### src/rtl/conv_bus_arbiter.sv
// conv_bus_arbiter: shares one data/addr bus between n_units conv units.
// Grants one unit in one direction at a time and holds it until the burst ends.
// Winners are picked round-robin; inside a unit a write beats a read.
//
// Optional feature: define CONV_ARB_TIMEOUT_EN to add a per-grant watchdog
// and the sticky timeout_err output.
//
// Ports:
//   clk, rst              clock, synchronous active-high reset
//   rd_req, wr_req        per-unit read / write burst requests
//   link_read/link_write  one-hot path enables to the granted unit
//   rvalid, rlast         read beat valid / last read beat
//   wready, wuser_last    write beat accepted / last write beat
//   busy                  a grant is active
//   grant_id, grant_wr    granted unit (0 when idle) and direction (1 = write)
//   timeout_err           sticky watchdog flag (CONV_ARB_TIMEOUT_EN only)
module conv_bus_arbiter #(
    parameter int unsigned n_units        = 4,
    parameter int unsigned id_width       = 2,
    parameter int unsigned turnaround     = 1,
    parameter int unsigned timeout_cycles = 1024
) (
    input  logic                clk,
    input  logic                rst,
    input  logic [n_units-1:0]  rd_req,
    input  logic [n_units-1:0]  wr_req,
    output logic [n_units-1:0]  link_read,
    output logic [n_units-1:0]  link_write,
    input  logic                rvalid,
    input  logic                rlast,
    input  logic                wready,
    input  logic                wuser_last,
    output logic                busy,
    output logic [id_width-1:0] grant_id,
    output logic                grant_wr
`ifdef CONV_ARB_TIMEOUT_EN
    ,
    output logic                timeout_err
`endif
);

    typedef enum logic [1:0] {StIdle, StGrantRd, StGrantWr, StGap} state_e;

    localparam int unsigned GapW = 2;

    state_e              state_q, state_d;
    logic [id_width-1:0] winner_q, winner_d;
    logic [id_width-1:0] rr_ptr_q, rr_ptr_d;
    logic [GapW-1:0]     gap_cnt_q, gap_cnt_d;

    logic                pick_found;
    logic [id_width-1:0] pick_id;
    logic                pick_wr;
    int unsigned         idx;

    logic                burst_done;
    logic                release_grant;
    logic [id_width-1:0] next_ptr;

    // Round-robin search starting at rr_ptr, wrapping at n_units-1.
    always_comb begin
        pick_found = 1'b0;
        pick_id    = '0;
        pick_wr    = 1'b0;
        idx        = 0;
        for (int i = 0; i < int'(n_units); i++) begin
            idx = (int'(rr_ptr_q) + i) % n_units;
            if (!pick_found && (rd_req[idx] || wr_req[idx])) begin
                pick_found = 1'b1;
                pick_id    = id_width'(idx);
                pick_wr    = wr_req[idx];
            end
        end
    end

    assign burst_done = ((state_q == StGrantRd) && rvalid && rlast) ||
                        ((state_q == StGrantWr) && wready && wuser_last);

    assign next_ptr = (winner_q == id_width'(n_units - 1)) ? '0 : winner_q + 1'b1;

`ifdef CONV_ARB_TIMEOUT_EN
    localparam int unsigned ToW = $clog2(timeout_cycles + 1);

    logic [ToW-1:0] to_cnt_q;
    logic           timeout_hit;
    logic           timeout_err_q;

    assign timeout_hit = ((state_q == StGrantRd) || (state_q == StGrantWr)) &&
                         !burst_done && (to_cnt_q == ToW'(timeout_cycles - 1));

    always_ff @(posedge clk) begin
        if (rst) begin
            to_cnt_q      <= '0;
            timeout_err_q <= 1'b0;
        end else begin
            if (state_q == StIdle) begin
                to_cnt_q <= '0;
            end else if ((state_q == StGrantRd) || (state_q == StGrantWr)) begin
                to_cnt_q <= to_cnt_q + 1'b1;
            end
            if (timeout_hit) begin
                timeout_err_q <= 1'b1;
            end
        end
    end

    assign timeout_err   = timeout_err_q;
    assign release_grant = burst_done || timeout_hit;
`else
    assign release_grant = burst_done;
`endif

    always_ff @(posedge clk) begin
        if (rst) begin
            state_q   <= StIdle;
            winner_q  <= '0;
            rr_ptr_q  <= '0;
            gap_cnt_q <= '0;
        end else begin
            state_q   <= state_d;
            winner_q  <= winner_d;
            rr_ptr_q  <= rr_ptr_d;
            gap_cnt_q <= gap_cnt_d;
        end
    end

    // The IDLE arbitration cycle is itself a dead bus cycle, so GAP only adds
    // turnaround-1 further cycles; total dead cycles = max(turnaround, 1).
    always_comb begin
        state_d   = state_q;
        winner_d  = winner_q;
        rr_ptr_d  = rr_ptr_q;
        gap_cnt_d = gap_cnt_q;
        unique case (state_q)
            StIdle: begin
                if (pick_found) begin
                    state_d  = pick_wr ? StGrantWr : StGrantRd;
                    winner_d = pick_id;
                end
            end
            StGrantRd, StGrantWr: begin
                if (release_grant) begin
                    rr_ptr_d  = next_ptr;
                    gap_cnt_d = '0;
                    state_d   = (turnaround > 1) ? StGap : StIdle;
                end
            end
            StGap: begin
                if (gap_cnt_q == GapW'(turnaround - 2)) begin
                    state_d = StIdle;
                end else begin
                    gap_cnt_d = gap_cnt_q + 1'b1;
                end
            end
            default: state_d = StIdle;
        endcase
    end

    always_comb begin
        link_read  = '0;
        link_write = '0;
        busy       = 1'b0;
        grant_id   = '0;
        grant_wr   = 1'b0;
        unique case (state_q)
            StGrantRd: begin
                link_read[winner_q] = 1'b1;
                busy                = 1'b1;
                grant_id            = winner_q;
            end
            StGrantWr: begin
                link_write[winner_q] = 1'b1;
                busy                 = 1'b1;
                grant_id             = winner_q;
                grant_wr             = 1'b1;
            end
            default: ;
        endcase
    end

endmodule

### config.mk
export PLATFORM = sky130hd
export DESIGN_NAME = conv_bus_arbiter
export DESIGN_NICKNAME = d
export VERILOG_FILES = /design/src/rtl/conv_bus_arbiter.sv
export SDC_FILE = /design/constraint.sdc
export NUM_CORES = 1
export LEC_CHECK = 0
export BUFFER_PORTS_ARGS = -buffer_cell sky130_fd_sc_hd__buf_4
export CORE_ASPECT_RATIO = 0.8
export CORE_MARGIN = 3
export CORE_UTILIZATION = 51
export CTS_CLUSTER_SIZE = 30
export DETAILED_ROUTE_END_ITERATION = 8
export PLACE_DENSITY = 0.78
export SYNTH_ARGS = -nofsm -noshare
export SYNTH_HDL_FRONTEND = slang
export SYNTH_SLANG_ARGS = --single-unit
### constraint.sdc
create_clock -name clk -period 2.45 [get_ports clk]
set_input_delay 0.1225 -clock clk [delete_from_list [all_inputs] [get_ports clk]]
set_output_delay 0.1225 -clock clk [all_outputs]
set_load 0.005 [all_outputs]
-- Word-level counts from Yosys, hierarchy flattened
Cells that the tools add are included.
- register bits: 8
- output and inout bits: 12
- logic and storage cells: 90
- add/sub/neg operators: 5
- order comparisons: 6
- equality and inequality tests: 9
- mux-type cells: 43
- reductions and logical operators: 23
- operators by type and width (kind ; number):
    2-to-1 mux 2 bit ; 11
    2-to-1 mux 1 bit ; 19
    binary-select mux 1 bit (select 2 bit) ; 8
    less-than comparator 2 x 3 -> 1 bit (second input constant) ; 5
    == test 2 bit (second input constant) ; 4
    logical AND 1 bit ; 8
    2-to-1 mux 4 bit ; 2
    adder 2 x 1 -> 2 bit (second input constant) ; 3
    != test 2 bit (second input constant) ; 3
    one-hot mux 2 bit (3 select lines) ; 1
    AND reduction 3 bit ; 2
    logical OR 1 bit ; 5
    adder 2 bit (second input constant) ; 2
    one-hot mux 2 bit (2 select lines) ; 1
    AND reduction 2 bit ; 2
    logical NOT 1 bit ; 3
    demux 1 bit (select 2 bit) ; 1
    == test 2 x 1 -> 1 bit (second input constant) ; 1
    >= comparator 2 x 1 -> 1 bit (second input constant) ; 1
    logical NOT 2 bit ; 1
    != test 2 x 1 -> 1 bit (second input constant) ; 1
    nonzero test 2 bit ; 1
    OR reduction 2 bit ; 1

-- Depth between registers and ports, before layout
- word-level depth: 16
- mapped depth: 7

-- Worst setup path after synthesis
Ideal clock, no wire load.
- path type: reg-to-reg
- from: reg rr_ptr_q[0]
- to: reg state_q[1]
- library setup time: 0.125 ns
- arrival time: 1.653 ns
- setup slack: 0.672 ns
- cell stages (with the launch flop): 7
- path buffers: 0
- period minus slack after synthesis: 1.778 ns
- cells stage by stage: dfxtp_1 mux4_2 or2_4 nor3_4 a21boi_2 a32oi_1 nor2_1
- cells in the longest elaborated chain, start to end: 16
- elaborated cells on any way between the ends: 42
- classes of those cells: add/sub: 3; eq/ne: 1; mux: 27; reduce/logical: 11
- ends and longest elaborated chain (what ; line ; RTL):
    from (decl) ; 48 ; logic [id_width-1:0] rr_ptr_q, rr_ptr_d;
    from (signal assigned) ; 122 ; rr_ptr_q <= rr_ptr_d;
    parallel branches: the longest is 16 deep, another holds adder 2 x 1 -> 2 bit ; n/a ;
    to (signal assigned) ; 115 ; state_q <= StIdle;
    to (signal assigned) ; 120 ; state_q <= state_d;
    to (decl) ; 46 ; state_e state_q, state_d;
Parallel ways; which one is timed is not known. The select of a mux whose other input is x is not followed.
A chain may end at the register's enable or synchronous reset.

-- Final worst setup path
Same ends and word-level chain as after synthesis.

==> flow_summary.toml <==
[outcome]
status = "finished clean"

[synth]
async_reset_ff_frac = 0
synth_edf_count = 0
synth_seq_cells = 8
synth_area_per_cell_um2 = 8.09
yosys_warnings = 0
synthCells = 116
seq_area_frac_synth = 0.171
syn_area_um2 = 938
synth_ff_type = "dfxtp_1"
synth_cell_types = 39
syn_nets = 139

[cts]
tritoncts = "done"
clockBufferDepth = 2
cts_root_buf = "clkbuf_4"
cts-htree-levels = 1
insertion_delay_ps = 250
cts_buffers = 3
post_cts_resized = 0
cts_setup_buffers = 0
postCtsHoldBufs = 0
cts.clk_slew.worst_paths_ps = 60
cts.sinks = 8

[setup_path]
r2r-end = "state_q[1]"
reg2regPathDepth = 6
required_ps = 2600
crit_type = "reg2reg"
worstPathMaxFanout = 13
crit_arrival_ps = 2400
endpoint_kind = "register"
r2r-start = "rr_ptr_q[0]"
r2r_setup_slack_ps = 190
critPathLaunchType = "register"

[sta]
fin_crit_sh = 0.921
max_freq_mhz = 443
maxSlewViolCount = 0
hold_viol_final = 0
rsz0062_at_grt = "no"
post-route-min-period_ps = 2260
tns_ps = 0
worst_pin_slew_ps = 719
skew_ps = 4.09
finalSetupViolations = 0
slew_headroom = 0.520

[worst_hold_path]
hold_class = "in2reg"
whs_path_depth = 2
min_to = "rr_ptr_q[0]"
min-delay-start = "rst"

[detailed_routing]
dr.pass1.iters = 4
num_vias = 998
routedWlPerCell_um = 14.8
viasPerCell = 6.16
drt_iter0_drc = 26
wl_mm = 2.39
drc_errors = 0
ant_nets = 0

[floorplan]
rows = 13
top_level_ports = 26
coreArea_um2 = 1680
initial_core_util = 0.560
die_h_um = 44.4
dieArea_um2 = 2390
die_w_um = 54.0

[cells_and_area]
nets = 165
fill_cells = 149
n_antenna_cell = 0
drive_above_1_share = 0.279
fin_util = 0.690
area_growth_pct = 23.2

[global_route]
grt_pass1_vias = 879
grt_pass1_wl_mm = 4.00
antenna_found_initial = 0
gr-usage-all-layers = 0.228
grt_start_max_net_pins = 21
grt_overflow = 0

[placement]
gp_congestion = 0.855
port_buffers = 25
hpwl_mm = 1.88

[power_and_ir_drop]
leakagePower_nw = 0.483
ir_drop_mv = 0.580
p_per_area_nw_per_um2 = 641

[flow_run]
max_cap_violations = 0
==> stage by stage <==
stage	instances	worst slack (ps)	power (mW)	area (um^2)	hold WS [ps]
after floorplan	116	672	0.469	938	351
after global placement	159	327	0.617	1130	363
after detailed placement	159	238	0.627	1130	369
after CTS	162	215	0.739	1160	98.7
after global routing	162	109	0.798	1160	108
final	162	192	0.741	1160	106
==> layer usage <==
metal | wire, um | GRT usage
met1 | 1080 | 0.319
met2 | 1150 | 0.374
met3 | 153 | 0.0505
met4 | 8 | 0.0153
met5 | 0 | 0
==> cell usage in the layout (no fill, tap or decap), drive strengths merged, types with 3 or more instances in the layout <==
cell type	count
clkbuf	3
nand3	5
ha	9
inv	6
and2	12
nor3	8
nand2	7
dfxtp	8
mux4	5
o21ai	5
nor2	12
buf	25
a21oi	6
nor2b	3
nand4	3
==> cell type report <==
class	count	area (um^2)	area share
clock buffer	3	22.5	0.0195
inverter	6	22.5	0.0195
multi-input combinational	98	736	0.636
sequential	8	160	0.139
tap	22	27.5	0.0238
timing repair buffer	25	188	0.162
==> power by group <==
group          switching (mW)  total (mW)  internal [mW]
Clock                  0.0451       0.101         0.0561
Combinational           0.229       0.438          0.209
Sequential             0.0426       0.201          0.158
==> cells in the mapped netlist, types with 2 or more instances <==
library cell  count  area (um^2)
and2_1           12         75.1
nor2_1           12         45.0
ha_1              9          113
dfxtp_1           8          160
nand2_1           7         26.3
nor3_1            7         35.0
a21oi_1           6         30.0
inv_1             5         18.8
mux4_2            5          113
nand3_1           5         25.0
o21ai_0           5         25.0
nand4_1           3         18.8
nor2b_1           3         18.8
a211oi_1          2         15.0
mux2i_1           2         20.0
nand4b_1          2         17.5
==> logic make-up (layout without fill, tap and decap cells) <==
kind of cell | Yosys count | count (layout) | share of synthesized area
adder cells (fa/ha/maj) | 9 | 9 | 0.120
AND/OR/NAND/NOR | 58 | 58 | 0.341
AO/OA/AOI/OAI | 22 | 22 | 0.160
flip-flops | 8 | 8 | 0.171
XOR/XNOR | 1 | 1 | 0.00934
buffers and inverters | 10 | 34 | 0.0453
multiplexers | 8 | 8 | 0.153
==> state kept, by name, summed over array words and instances (netlist names) <==
register   count
gap_cnt_q      2
rr_ptr_q       2
state_q        2
winner_q       2
==> worst max path at each step <==
stage / end / cells after the start / start / slack, ps
after global routing: winner_q[1] / 5 / rr_ptr_q[0] / 110
after detailed placement: state_q[0] / 6 / rr_ptr_q[0] / 240
final: state_q[1] / 6 / rr_ptr_q[0] / 190
after global placement: state_q[1] / 6 / rr_ptr_q[0] / 330
after CTS: state_q[1] / 6 / rr_ptr_q[0] / 220
after floorplan: state_q[1] / 6 / rr_ptr_q[0] / 670
==> critical path: stages, from the launching register on <==
cell      delay (ps)
dfxtp_1          660
mux4_2           610
or2_4            280
nor3_4           190
a21boi_2         130
a32oi_1          220
nor2_1            60
Note: power is estimated with default switching activity, not from simulation.
